[src/rtl/wb_port_arbiter_if.sv]
// wb_port_arbiter_if: bundles the per-master Wishbone request ports (packed,
// port i at slice i) and the single controller-side Wishbone port.
// The 'slave' modport is the arbiter's view.
// The 'master' modport is the view of the environment, which holds the
// requesting masters plus the SDRAM controller.
interface wb_port_arbiter_if #(
  parameter int NR_OF_PORTS = 3,
  parameter int ADR_W       = 30
);
  // master -> arbiter request side
  logic [NR_OF_PORTS-1:0]       wbs_cyc_i;
  logic [NR_OF_PORTS-1:0]       wbs_stb_i;
  logic [NR_OF_PORTS-1:0]       wbs_we_i;
  logic [NR_OF_PORTS*ADR_W-1:0] wbs_adr_i;
  logic [NR_OF_PORTS*32-1:0]    wbs_dat_i;
  logic [NR_OF_PORTS*4-1:0]     wbs_sel_i;
  logic [NR_OF_PORTS*3-1:0]     wbs_cti_i;
  logic [NR_OF_PORTS*2-1:0]     wbs_bte_i;
  logic [31:0]                  wbs_dat_o;
  logic [NR_OF_PORTS-1:0]       wbs_ack_o;
  // arbiter -> controller side
  logic                         wbm_cyc_o;
  logic                         wbm_stb_o;
  logic                         wbm_we_o;
  logic [ADR_W-1:0]             wbm_adr_o;
  logic [31:0]                  wbm_dat_o;
  logic [3:0]                   wbm_sel_o;
  logic [2:0]                   wbm_cti_o;
  logic [1:0]                   wbm_bte_o;
  logic [31:0]                  wbm_dat_i;
  logic                         wbm_ack_i;

  modport slave (
    input  wbs_cyc_i, wbs_stb_i, wbs_we_i, wbs_adr_i, wbs_dat_i,
           wbs_sel_i, wbs_cti_i, wbs_bte_i, wbm_dat_i, wbm_ack_i,
    output wbs_dat_o, wbs_ack_o, wbm_cyc_o, wbm_stb_o, wbm_we_o,
           wbm_adr_o, wbm_dat_o, wbm_sel_o, wbm_cti_o, wbm_bte_o
  );

  modport master (
    output wbs_cyc_i, wbs_stb_i, wbs_we_i, wbs_adr_i, wbs_dat_i,
           wbs_sel_i, wbs_cti_i, wbs_bte_i, wbm_dat_i, wbm_ack_i,
    input  wbs_dat_o, wbs_ack_o, wbm_cyc_o, wbm_stb_o, wbm_we_o,
           wbm_adr_o, wbm_dat_o, wbm_sel_o, wbm_cti_o, wbm_bte_o
  );
endinterface

[src/rtl/wb_port_arbiter.sv]
// wb_port_arbiter: shares the SDRAM controller's single Wishbone slave port
// among NR_OF_PORTS masters.
// Grant is round-robin and is held for the owner's whole cyc tenure, so
// bursts are never split.
// Between two tenures there is always one idle cycle, which lets the
// controller see cyc drop.
// Optional macro WB_ARB_PREEMPT_EN: releases a tenure after MAX_XFERS
// completed transfers when another master is waiting. The release never
// happens in the middle of a burst.
module wb_port_arbiter #(
  parameter int NR_OF_PORTS = 3,
  parameter int ADR_W       = 30,
  parameter int MAX_XFERS   = 4
) (
  input  logic                   wb_clk,
  input  logic                   wb_rst,
  wb_port_arbiter_if.slave       bus,
  output logic [NR_OF_PORTS-1:0] grant_o
);
  localparam int IDX_W = $clog2(NR_OF_PORTS);

  typedef enum logic [0:0] {IDLE = 1'b0, OWNED = 1'b1} state_t;

  state_t                 state;
  logic [IDX_W-1:0]       last;
  logic [NR_OF_PORTS-1:0] pick;
  logic [IDX_W-1:0]       pick_idx;
  logic                   owner_cyc;
  logic                   preempt;
  logic                   mux_we;
  logic [ADR_W-1:0]       mux_adr;
  logic [31:0]            mux_dat;
  logic [3:0]             mux_sel;
  logic [2:0]             mux_cti;
  logic [1:0]             mux_bte;

  if ((NR_OF_PORTS < 2) || (NR_OF_PORTS > 8) || (MAX_XFERS < 1)) begin : g_param_check
    $error("wb_port_arbiter: NR_OF_PORTS must be 2..8 and MAX_XFERS at least 1");
  end

  // Round-robin search: first cyc requester above the last-served port, wrapping
  always_comb begin : rr_search
    logic             found;
    logic             take;
    logic [IDX_W-1:0] pidx;
    pick     = '0;
    pick_idx = '0;
    found    = 1'b0;
    take     = 1'b0;
    pidx     = '0;
    for (int k = 1; k <= NR_OF_PORTS; k++) begin
      pidx       = IDX_W'((int'(last) + k) % NR_OF_PORTS);
      take       = bus.wbs_cyc_i[pidx] & ~found;
      pick[pidx] = take;
      pick_idx   = take ? pidx : pick_idx;
      found      = found | take;
    end
  end

  // Select the granted master's request fields; everything is zero while idle
  always_comb begin
    mux_we  = 1'b0;
    mux_adr = '0;
    mux_dat = '0;
    mux_sel = '0;
    mux_cti = '0;
    mux_bte = '0;
    for (int i = 0; i < NR_OF_PORTS; i++) begin
      mux_we  = mux_we  | (bus.wbs_we_i[i] & grant_o[i]);
      mux_adr = mux_adr | (bus.wbs_adr_i[i*ADR_W +: ADR_W] & {ADR_W{grant_o[i]}});
      mux_dat = mux_dat | (bus.wbs_dat_i[i*32 +: 32] & {32{grant_o[i]}});
      mux_sel = mux_sel | (bus.wbs_sel_i[i*4 +: 4] & {4{grant_o[i]}});
      mux_cti = mux_cti | (bus.wbs_cti_i[i*3 +: 3] & {3{grant_o[i]}});
      mux_bte = mux_bte | (bus.wbs_bte_i[i*2 +: 2] & {2{grant_o[i]}});
    end
    owner_cyc = |(bus.wbs_cyc_i & grant_o);
  end

  // Drive the controller port; ack goes only to the owner, read data to all
  always_comb begin
    bus.wbm_cyc_o = owner_cyc;
    bus.wbm_stb_o = |(bus.wbs_stb_i & grant_o);
    bus.wbm_we_o  = mux_we;
    bus.wbm_adr_o = mux_adr;
    bus.wbm_dat_o = mux_dat;
    bus.wbm_sel_o = mux_sel;
    bus.wbm_cti_o = mux_cti;
    bus.wbm_bte_o = mux_bte;
    bus.wbs_ack_o = grant_o & {NR_OF_PORTS{bus.wbm_ack_i}};
    bus.wbs_dat_o = bus.wbm_dat_i;
  end

`ifdef WB_ARB_PREEMPT_EN
  localparam int CNT_W = $clog2(MAX_XFERS + 1);

  logic [CNT_W-1:0] xfers;
  logic [CNT_W-1:0] xfers_next;
  logic             burst_open;
  logic             burst_open_next;
  logic             beat_ack;
  logic             end_ack;
  logic             others_waiting;

  // Count completed transfers (classic or end-of-burst) and track open bursts
  always_comb begin
    beat_ack       = bus.wbm_ack_i & (state == OWNED);
    end_ack        = beat_ack & ((mux_cti == 3'b000) | (mux_cti == 3'b111));
    others_waiting = |(bus.wbs_cyc_i & ~grant_o);
    if (end_ack && (xfers < CNT_W'(MAX_XFERS))) begin
      xfers_next = xfers + CNT_W'(1);
    end else begin
      xfers_next = xfers;
    end
    if (beat_ack) begin
      burst_open_next = ~end_ack;
    end else begin
      burst_open_next = burst_open;
    end
    preempt = (state == OWNED) & (xfers_next >= CNT_W'(MAX_XFERS))
            & others_waiting & ~burst_open_next;
  end

  // Tenure counter; held at zero while idle so each new grant starts fresh
  always_ff @(posedge wb_clk or posedge wb_rst) begin
    if (wb_rst) begin
      xfers      <= '0;
      burst_open <= 1'b0;
    end else if (state == IDLE) begin
      xfers      <= '0;
      burst_open <= 1'b0;
    end else begin
      xfers      <= xfers_next;
      burst_open <= burst_open_next;
    end
  end
`else
  // Without pre-emption a tenure ends only when the owner drops cyc
  always_comb begin
    preempt = 1'b0;
  end
`endif

  // Grant FSM: grant from idle, hold while owner cyc is high, release to idle
  always_ff @(posedge wb_clk or posedge wb_rst) begin
    if (wb_rst) begin
      state   <= IDLE;
      grant_o <= '0;
      last    <= IDX_W'(NR_OF_PORTS - 1);
    end else begin
      case (state)
        IDLE: begin
          if (|bus.wbs_cyc_i) begin
            state   <= OWNED;
            grant_o <= pick;
            last    <= pick_idx;
          end else begin
            grant_o <= '0;
          end
        end
        OWNED: begin
          if (!owner_cyc || preempt) begin
            state   <= IDLE;
            grant_o <= '0;
          end else begin
            state   <= OWNED;
          end
        end
        default: begin
          state   <= IDLE;
          grant_o <= '0;
        end
      endcase
    end
  end
endmodule

[src/flat_wrapper.sv]
// flat-port wrapper written by rule: the top's interface ports become plain ports
module wb_port_arbiter_flat 
#(
  parameter int NR_OF_PORTS = 3,
  parameter int ADR_W       = 30,
  parameter int MAX_XFERS   = 4
)
  (wb_clk, wb_rst, grant_o, bus_wbs_cyc_i, bus_wbs_stb_i, bus_wbs_we_i, bus_wbs_adr_i, bus_wbs_dat_i, bus_wbs_sel_i, bus_wbs_cti_i, bus_wbs_bte_i, bus_wbm_dat_i, bus_wbm_ack_i, bus_wbs_dat_o, bus_wbs_ack_o, bus_wbm_cyc_o, bus_wbm_stb_o, bus_wbm_we_o, bus_wbm_adr_o, bus_wbm_dat_o, bus_wbm_sel_o, bus_wbm_cti_o, bus_wbm_bte_o);
  wb_port_arbiter_if #(.NR_OF_PORTS(NR_OF_PORTS), .ADR_W(ADR_W)) bus_i ();
  input  logic wb_clk;
  input  logic wb_rst;
  output logic [NR_OF_PORTS-1:0] grant_o;
  input wire logic [$bits(bus_i.wbs_cyc_i)-1:0] bus_wbs_cyc_i;
  input wire logic [$bits(bus_i.wbs_stb_i)-1:0] bus_wbs_stb_i;
  input wire logic [$bits(bus_i.wbs_we_i)-1:0] bus_wbs_we_i;
  input wire logic [$bits(bus_i.wbs_adr_i)-1:0] bus_wbs_adr_i;
  input wire logic [$bits(bus_i.wbs_dat_i)-1:0] bus_wbs_dat_i;
  input wire logic [$bits(bus_i.wbs_sel_i)-1:0] bus_wbs_sel_i;
  input wire logic [$bits(bus_i.wbs_cti_i)-1:0] bus_wbs_cti_i;
  input wire logic [$bits(bus_i.wbs_bte_i)-1:0] bus_wbs_bte_i;
  input wire logic [$bits(bus_i.wbm_dat_i)-1:0] bus_wbm_dat_i;
  input wire logic [$bits(bus_i.wbm_ack_i)-1:0] bus_wbm_ack_i;
  output wire logic [$bits(bus_i.wbs_dat_o)-1:0] bus_wbs_dat_o;
  output wire logic [$bits(bus_i.wbs_ack_o)-1:0] bus_wbs_ack_o;
  output wire logic [$bits(bus_i.wbm_cyc_o)-1:0] bus_wbm_cyc_o;
  output wire logic [$bits(bus_i.wbm_stb_o)-1:0] bus_wbm_stb_o;
  output wire logic [$bits(bus_i.wbm_we_o)-1:0] bus_wbm_we_o;
  output wire logic [$bits(bus_i.wbm_adr_o)-1:0] bus_wbm_adr_o;
  output wire logic [$bits(bus_i.wbm_dat_o)-1:0] bus_wbm_dat_o;
  output wire logic [$bits(bus_i.wbm_sel_o)-1:0] bus_wbm_sel_o;
  output wire logic [$bits(bus_i.wbm_cti_o)-1:0] bus_wbm_cti_o;
  output wire logic [$bits(bus_i.wbm_bte_o)-1:0] bus_wbm_bte_o;
  assign bus_i.wbs_cyc_i = bus_wbs_cyc_i;
  assign bus_i.wbs_stb_i = bus_wbs_stb_i;
  assign bus_i.wbs_we_i = bus_wbs_we_i;
  assign bus_i.wbs_adr_i = bus_wbs_adr_i;
  assign bus_i.wbs_dat_i = bus_wbs_dat_i;
  assign bus_i.wbs_sel_i = bus_wbs_sel_i;
  assign bus_i.wbs_cti_i = bus_wbs_cti_i;
  assign bus_i.wbs_bte_i = bus_wbs_bte_i;
  assign bus_i.wbm_dat_i = bus_wbm_dat_i;
  assign bus_i.wbm_ack_i = bus_wbm_ack_i;
  assign bus_wbs_dat_o = bus_i.wbs_dat_o;
  assign bus_wbs_ack_o = bus_i.wbs_ack_o;
  assign bus_wbm_cyc_o = bus_i.wbm_cyc_o;
  assign bus_wbm_stb_o = bus_i.wbm_stb_o;
  assign bus_wbm_we_o = bus_i.wbm_we_o;
  assign bus_wbm_adr_o = bus_i.wbm_adr_o;
  assign bus_wbm_dat_o = bus_i.wbm_dat_o;
  assign bus_wbm_sel_o = bus_i.wbm_sel_o;
  assign bus_wbm_cti_o = bus_i.wbm_cti_o;
  assign bus_wbm_bte_o = bus_i.wbm_bte_o;
  wb_port_arbiter #(.NR_OF_PORTS(NR_OF_PORTS), .ADR_W(ADR_W), .MAX_XFERS(MAX_XFERS)) u_core (.wb_clk(wb_clk), .wb_rst(wb_rst), .bus(bus_i), .grant_o(grant_o));
endmodule
[config.mk]
export PLATFORM = sky130hd
export DESIGN_NAME = wb_port_arbiter_flat
export DESIGN_NICKNAME = d
export VERILOG_FILES = /design/src/rtl/wb_port_arbiter_if.sv /design/src/rtl/wb_port_arbiter.sv /design/src/flat_wrapper.sv
export SDC_FILE = /design/constraint.sdc
export NUM_CORES = 1
export LEC_CHECK = 0
export BUFFER_PORTS_ARGS = -buffer_cell sky130_fd_sc_hd__buf_4
export CAP_MARGIN = 0
export CELL_PAD_IN_SITES_DETAIL_PLACEMENT = 1
export CELL_PAD_IN_SITES_GLOBAL_PLACEMENT = 2
export CORE_ASPECT_RATIO = 0.75
export CORE_MARGIN = 2
export CORE_UTILIZATION = 10
export CTS_CLUSTER_DIAMETER = 100
export DETAILED_ROUTE_END_ITERATION = 16
export PLACE_DENSITY = 0.9
export SLEW_MARGIN = 20
export SYNTH_ARGS = -nofsm -noshare
export SYNTH_HDL_FRONTEND = slang
export SYNTH_SLANG_ARGS = --single-unit
[constraint.sdc]
create_clock -name wb_clk -period 3.8 [get_ports wb_clk]
set_input_delay 0.57 -clock wb_clk [delete_from_list [all_inputs] [get_ports wb_clk]]
set_output_delay 0.57 -clock wb_clk [all_outputs]
set_load 0.01 [all_outputs]
==> results.yml, run 1 <==
grt:
  grt_pass1_wl_um: 18200
  grt_overflow_total: 0
  track_usage: 0.112
  antenna_found_initial: 0
  grt_pass1_vias: 3301
  grt_max_degree: 55
finish:
  fin_util: 0.222
  drive_above_1_share: 0.610
  nets: 783
  area_delta_synth_final_pct: 120
  antennaDiodeCount: 0
  nFillCells: 2369
clock_network:
  clock-root-buffer: "clkbuf_16"
  post_cts_buffers: 0
  path_clk_slew_ns: 0.04
  cts_resized: 0
  cts-hold-fix-buffers: 0
  cts_max_path_buffers: 2
  cts_buffers: 3
  htreeDepth: 1
  clkLatencyLatePin_ns: 0.23
  cts.sinks: 6
  cts_tree: "built"
sta:
  setup_viol: 0
  fmax_ghz: 0.358
  tightest_slew_ns: 1.04
  slew_headroom: 0.304
  finClkSkew_ns: 0.00124
  fin_crit_sh: 0.735
  rsz0062_at_grt: "no"
  final-max-slew-violation-count: 0
  fin_crit_ns: 2.79
  hold_viol_final: 0
  tns_ns: 0
  worst_slack_ns: 1.01
place:
  dpl.hpwl_um: 10700
  gp_congestion: 0.717
  place_ws_ns: 1.33
  portBuffers: 304
logic_synthesis:
  synth_area_leaders: "a222oi_1 38%, inv_1 15%, buf_4 12%"
  netlist_instances: 272
  synthesis.area_mm2: 0.00194
  yosysSeqAreaShare: 0.0780
  synth_cell_types: 37
  yosys.area.top_type: "a222oi_1"
  ys_warn_count: 0
  synth_nets: 533
  yosys_register_bits: 6
  synth_area_per_cell_um2: 7.13
  synthDominantCellAreaShare: 0.382
worst_setup_path:
  r2r_slack_ns: 1.44
  critPathLaunch: "u_core.grant_o[1]"
  critPathLaunchType: "register"
  reg2regPathDepth: 6
  path_class: "register to output port"
  worst_setup_path_end_kind: "output port"
  cp_max_fo: 54
  critical_path_arrival_ns: 2.22
  r2r-start: "u_core.last[0]"
  required_ns: 3.23
  r2r_end: "u_core.grant_o[0]"
drt:
  viasPerCell: 4.39
  vias: 3397
  wl_per_cell_um: 16.8
  dr.pass1.iters: 7
  ant_nets: 0
  drc: 0
  drt_iter0_markers: 404
  wl_um: 13000
power_and_ir_drop:
  p_leak_uw: 0.00258
  power.density_mw_per_mm2: 603
  ir_drop_mv: 0.238
floorplan:
  initial_core_util: 0.101
  coreArea_mm2: 0.0192
  io_pins: 369
  die_h_um: 125
  num_rows: 44
  die_area_mm2: 0.0205
  fp.dieW_um: 165
flow_run:
  maxCapViolations: 0
outcome:
  status: "finished, final reports clean"
min_path:
  hp-class: "primary input to async pin"
## power by group
part	internal, uW	switching, uW
registers	95.1	222
logic	1100	978
clock network	140	42.7
total	1330	1240
## state kept, by name, summed over array words and instances, names as in the netlist
signal,flops
u_core.state,1
u_core.grant_o,3
u_core.last,2
## cell families after synthesis
family,Yosys count,synth area share
flops,6,0.0780
compound gates,92,0.452
mux,4,0.0219
fa+ha+maj,4,0.0258
buf+inv,141,0.344
simple gates,25,0.0787
## final cells by class
class | count | area [um^2] | share of cell area
Multi-Input combinational cell | 125 | 1120 | 0.263
Sequential cell | 6 | 155 | 0.0363
Clock buffer | 4 | 78.8 | 0.0184
Timing Repair Buffer | 307 | 2300 | 0.539
Inverter | 79 | 297 | 0.0694
Tap cell | 253 | 317 | 0.0741
## placed cells by master (no fill, tap or decap), drive strengths merged, types with 3 or more instances in the layout
cell    instances
or2b            3
and2            4
inv            79
nand2           4
dfrtp           5
a211oi          3
buf           307
clkbuf          4
a222oi         74
ha              4
nor2            3
a221o           3
## stage by stage
stage	hold slack, ns	power (uW)	cell area, um^2	cells
floorplan	0.360	1330	1940	272
global placement	0.520	2390	4200	770
detailed placement	0.526	2400	4200	770
CTS	0.288	2600	4270	774
global route	0.314	2780	4270	774
finish	0.277	2580	4270	774
## worst max-delay path: stages, from the launching register on
cell	delay, ns
dfrtp_2	0.74
buf_4	0.40
a222oi_1	0.51
inv_1	0.11
buf_4	0.17
## routing by layer
layer / share of wire / GRT usage / routed length (um) / vias up
met1: 0.38 / 0.140 / 5000 / 1606
met3: 0.15 / 0.0436 / 1940 / 6
met4: 0.011 / 0.0179 / 138 / 0
met5: 0 / 0 / 0 / -
li1: - / - / - / 1526
met2: 0.46 / 0.186 / 5930 / 259
## how the worst max path moves through the flow
stage	slack [ns]	end	cells past startpoint
4_1_cts	1.05	bus_wbm_dat_o[3]	4
3_3_place_gp	1.28	bus_wbm_dat_o[3]	4
3_5_place_dp	1.33	bus_wbm_dat_o[3]	4
6_report	1.01	bus_wbm_dat_o[3]	4
5_1_grt	0.94	bus_wbm_dat_o[3]	4
2_1_floorplan	1.94	u_core.grant_o[2]	6
## cells in the mapped netlist
library cell / count
a2111oi_0: 1
a211oi_1: 3
a21o_1: 1
a21oi_1: 1
a221o_1: 3
a222oi_1: 74
a22o_1: 1
a22oi_1: 1
a31oi_1: 2
and2_1: 4
and3_1: 1
and3b_2: 1
buf_1: 7
buf_2: 2
buf_4: 32
buf_6: 2
clkbuf_1: 19
dfrtp_1: 5
dfstp_2: 1
ha_1: 4
inv_1: 79
mux2_2: 2
mux2i_1: 2
nand2_1: 4
nand3_1: 2
nand3b_1: 1
nand4_1: 1
nor2_1: 3
nor3_1: 1
nor3b_1: 1
nor4bb_1: 2
o211ai_1: 1
o21ai_0: 2
o22ai_1: 1
o311a_1: 1
or2_2: 1
or2b_1: 3
Note: power is estimated with default switching activity, not from simulation.
==> run 2: changes to the inputs <==
PLACE_DENSITY = 0.93   (was 0.9)
clock period = 2.4 ns   (was 3.8 ns; I/O delays follow)
==> run 2 against run 1 <==
Against the previous run:
- sequential share of layout area shrank 0.081 points
- critical path type is now register to register
- routed wire length grew 1.4%
- hold slack lost 0.22 ns
- die area is the same
- sequential power grew 16%
- count of clock-buffer cells in the layout is the same
- power grew 64%
- clock skew grew 0.00098 ns
==> results.yml, run 2 (synthesized netlist as in run 1, its figures left out) <==
clock_network:
  cts_resized: 0
  clkLatencyLatePin_ns: 0.23
  cts.sinks: 6
  post_cts_buffers: 0
  path_clk_slew_ns: 0.03
  htreeDepth: 1
  cts_buffers: 3
  clock-root-buffer: "clkbuf_16"
  cts_tree: "built"
  cts-hold-fix-buffers: 0
  cts_max_path_buffers: 2
drt:
  drc: 0
  viasPerCell: 4.37
  ant_nets: 0
  wl_um: 13200
  dr.pass1.iters: 8
  vias: 3396
  drt_iter0_markers: 386
  wl_per_cell_um: 17.0
worst_setup_path:
  r2r-start: "u_core.last[0]"
  required_ns: 2.56
  reg2regPathDepth: 6
  r2r_end: "u_core.grant_o[0]"
  crit_path_end: "u_core.grant_o[0]"
  path_class: "register to register"
  cp_max_fo: 12
  critPathLaunch: "u_core.last[0]"
  worst_setup_path_end_kind: "register"
  critical_path_arrival_ns: 2.42
  r2r_slack_ns: 0.14
  critPathLaunchType: "register"
finish:
  fin_cells: 777
  top_regs: "u_core.grant_o x3, u_core.last x2, u_core.state x1"
  final_cell_mix: "304 x buf_4, 79 x inv_1, 74 x a222oi_1, 6 x buf_12"
  largest_reg_flops: 3
  antennaDiodeCount: 0
  area_delta_synth_final_pct: 125
  finalInstanceArea_mm2: 0.00437
  nets: 786
  final_common_cell: "buf_4"
  top_register: "u_core.grant_o"
  drive_above_1_share: 0.613
sta:
  tns_ns: 0
  rsz0062_at_grt: "no"
  setup_viol: 0
  tightest_slew_ns: 0.599
  fin_crit_sh: 0.943
  finClkSkew_ns: 0.00222
  slew_headroom: 0.601
  fin_crit_ns: 2.26
  final-max-slew-violation-count: 0
  hold_viol_final: 0
  fmax_ghz: 0.442
power_and_ir_drop:
  ir_drop_mv: 0.289
  power.density_mw_per_mm2: 966
  p_leak_uw: 0.00261
  total_power_uw: 4220
grt:
  antenna_found_initial: 0
  grt_pass1_vias: 3440
  use_met2: 0.202
  grtUsageMet3: 0.0410
  track_usage: 0.114
  grtUsageMet1: 0.136
  busiest_layer: "met2"
  grt_overflow_total: 0
  grt_pass1_wl_um: 18400
  grt_max_degree: 31
place:
  placedInstanceArea_mm2: 0.00429
  dpl.cell_count: 773
  portBuffers: 304
  gp_congestion: 0.772
  dpl.hpwl_um: 10800
floorplan:
  initial_core_util: 0.101
  die_area_mm2: 0.0205
  num_rows: 44
  io_pins: 369
  die_h_um: 125
  coreArea_mm2: 0.0192
  fp.dieW_um: 165
outcome:
  status: "finished, final reports clean"
min_path:
  hp-class: "primary input to async pin"
flow_run:
  maxCapViolations: 0
run 2: cell count changes in the layout (fill, tap and decap cells not counted), sizes merged:
cell	change
buf	+3
run 2: per-stage QoR:
step | utilization | hold WS [ns] | setup WS, ns
after floorplan | - | 0.150 | 0.545
after global placement | 0.223 | 0.294 | 0.196
after detailed placement | 0.223 | 0.303 | 0.155
after CTS | 0.228 | 0.0641 | 0.144
after global routing | 0.228 | 0.0833 | 0.0198
final | 0.228 | 0.0527 | 0.138
run 2: worst max-delay path, cell delays in order, from the launching register on:
cell and delay, ns:
dfrtp_1 0.37, inv_1 0.09, ha_1 0.52, mux2_2 0.38
a222oi_1 0.39, and3b_2 0.30, a221o_1 0.15
run 2: report_power, final:
part           switching (uW)  leakage (uW)  total (uW)  internal, uW
registers                 214     0.0000711         369           154
clock network            57.6     0.0000382         278           220
logic                    1720       0.00250        3570          1860
run 2: how the worst min path moves through the flow:
stage,endpoint
3_5_place_dp,u_core.last[0]
6_report,u_core.state
5_1_grt,u_core.state
4_1_cts,u_core.state
2_1_floorplan,u_core.grant_o[0]
3_3_place_gp,u_core.state
run 2: metal layers:
| metal | up-vias | share of wire |
|---|---|---|
| li1 | 1530 | - |
| met1 | 1632 | 0.39 |
| met2 | 227 | 0.47 |
| met3 | 7 | 0.13 |
| met4 | 0 | 0.0077 |
| met5 | - | 0 |
run 2: layout make-up:
class | count | area [um^2]
Clock buffer | 4 | 78.8
Timing Repair Buffer | 310 | 2400
Inverter | 79 | 297
Tap cell | 253 | 317
Fill cell | 2354 | 14800
Sequential cell | 6 | 155
Multi-Input combinational cell | 125 | 1120
==> run 3: changes to the inputs <==
CORE_MARGIN = unset   (was 2)
PLACE_DENSITY = 0.86   (was 0.93)
==> run 3 against run 2 <==
Against the previous run:
- non-clock buffer count rose by 1
- die area fell by 2.8%
- combinational power barely moved
- final area fell by 1.4%
- fmax rose by 4.6%
- critical path type unchanged
- largest cell class unchanged
==> results.yml, run 3 (synthesized netlist as in run 1, its figures left out) <==
finish:
  area_delta_synth_final_pct: 122
  top_regs: "u_core.grant_o x3, u_core.last x2, u_core.state x1"
  final_common_cell: "buf_4"
  top_register: "u_core.grant_o"
  nets: 787
  final_cell_mix: "310 x buf_4, 79 x inv_1, 74 x a222oi_1"
  antennaDiodeCount: 0
  drive_above_1_share: 0.613
  largest_reg_flops: 3
floorplan:
  die_area_mm2: 0.0200
  fp.dieW_um: 163
  num_rows: 43
  coreArea_mm2: 0.0187
  initial_core_util: 0.104
  io_pins: 369
  die_h_um: 123
sta:
  tns_ns: 0
  hold_viol_final: 0
  rsz0062_at_grt: "no"
  fmax_ghz: 0.462
  finClkSkew_ns: 0.00152
  slew_headroom: 0.674
  tightest_slew_ns: 0.489
  hold_ws_ns: 0.0588
  fin_crit_ns: 2.16
  fin_crit_sh: 0.901
  setup_viol: 0
  final-max-slew-violation-count: 0
drt:
  dr.pass1.iters: 8
  drc: 0
  drt_iter0_markers: 507
  vias: 3366
  met1Wirelength_um: 4920
  highest_layer: "met4"
  wl_um: 12000
  met2WireLength_um: 5770
  wl_per_cell_um: 15.6
  viasPerCell: 4.36
  route.met3.wl_um: 1310
  ant_nets: 0
grt:
  grt_pass1_vias: 3221
  grt_overflow_total: 0
  grt_max_degree: 43
  track_usage: 0.104
  antenna_found_initial: 0
  grt_pass1_wl_um: 16800
clock_network:
  clock-root-buffer: "clkbuf_16"
  cts_max_path_buffers: 2
  cts_buffers: 3
  cts.sinks: 6
  cts_tree: "built"
  cts-hold-fix-buffers: 0
  htreeDepth: 1
  path_clk_slew_ns: 0.04
  post_cts_buffers: 0
  cts_resized: 0
  clkLatencyLatePin_ns: 0.23
place:
  dpl.hpwl_um: 9970
  portBuffers: 304
  gp_congestion: 0.780
power_and_ir_drop:
  internal-power_uw: 2170
  switching_share: 0.472
  power.density_mw_per_mm2: 955
  p_leak_uw: 0.00260
  ir_drop_mv: 0.544
  pwr-share-clk: 0.068
  seqPwrFrac: 0.057
  power_frac_comb: 0.875
  power_switching_uw: 1940
worst_setup_path:
  cp_max_fo: 5
  required_ns: 2.56
  worst_setup_path_end_kind: "register"
  critPathLaunchType: "register"
  critical_path_arrival_ns: 2.32
  path_class: "register to register"
min_path:
  hp-class: "primary input to async pin"
flow_run:
  maxCapViolations: 0
outcome:
  status: "finished, final reports clean"
-- run 3: changes by cell type in the layout (fill, tap and decap cells not counted) --
cell / change
buf_12: -5
buf_4: +6
-- run 3: worst max-delay path: stages (launching register included) --
cell      delay (ns)
dfrtp_1         0.36
inv_1           0.09
ha_1            0.37
mux2_2          0.36
a222oi_1        0.43
and3b_2         0.32
a221o_1         0.16
-- run 3: layer usage --
layer | vias up | global-route usage
met2 | 216 | 0.187
met4 | 0 | 0.00701
met3 | 2 | 0.0260
li1 | 1535 | -
met5 | - | 0
met1 | 1613 | 0.128
-- run 3: metrics by stage --
step           instances  area (um^2)  setup WS [ns]   util  total power (uW)
2_1_floorplan        272         1940          0.545      -              2110
3_3_place_gp         768         4230          0.353  0.226              3830
3_5_place_dp         768         4230          0.298  0.226              3860
4_1_cts              772         4310          0.275  0.230              4160
5_1_grt              772         4310          0.154  0.230              4460
6_report             772         4310          0.237  0.230              4120
-- run 3: cell type report --
class / count / area [um^2]
Fill cell: 2315 / 14400
Timing Repair Buffer: 311 / 2350
Multi-Input combinational cell: 125 / 1120
Tap cell: 247 / 309
Inverter: 79 / 297
Sequential cell: 6 / 155
Clock buffer: 4 / 78.8
-- run 3: power groups by stage --
| stage | combinational (uW) | sequential, uW | clock (uW) |
|---|---|---|---|
| 3_5_place_dp | 3630 | 231 | 0 |
| 5_1_grt | 3930 | 238 | 292 |
| 3_3_place_gp | 3610 | 228 | 0 |
| 4_1_cts | 3640 | 230 | 286 |
| 2_1_floorplan | 1910 | 203 | 0 |
| 6_report | 3600 | 233 | 282 |
-- run 3: final timing paths --
kind / cells past startpoint / endpoint / slack, ns / from
min in group wb_clk: 3 / u_core.last[1] / 0.48 / bus_wbs_cyc_i[2]
max in group asynchronous: 2 / u_core.last[1] / 2.08 / wb_rst
min: 2 / u_core.state / 0.06 / wb_rst
max reg2reg: 6 / u_core.grant_o[0] / 0.24 / u_core.last[0]
max: 6 / u_core.grant_o[0] / 0.24 / u_core.last[0]
min reg2reg: 2 / u_core.last[1] / 0.53 / u_core.last[1]
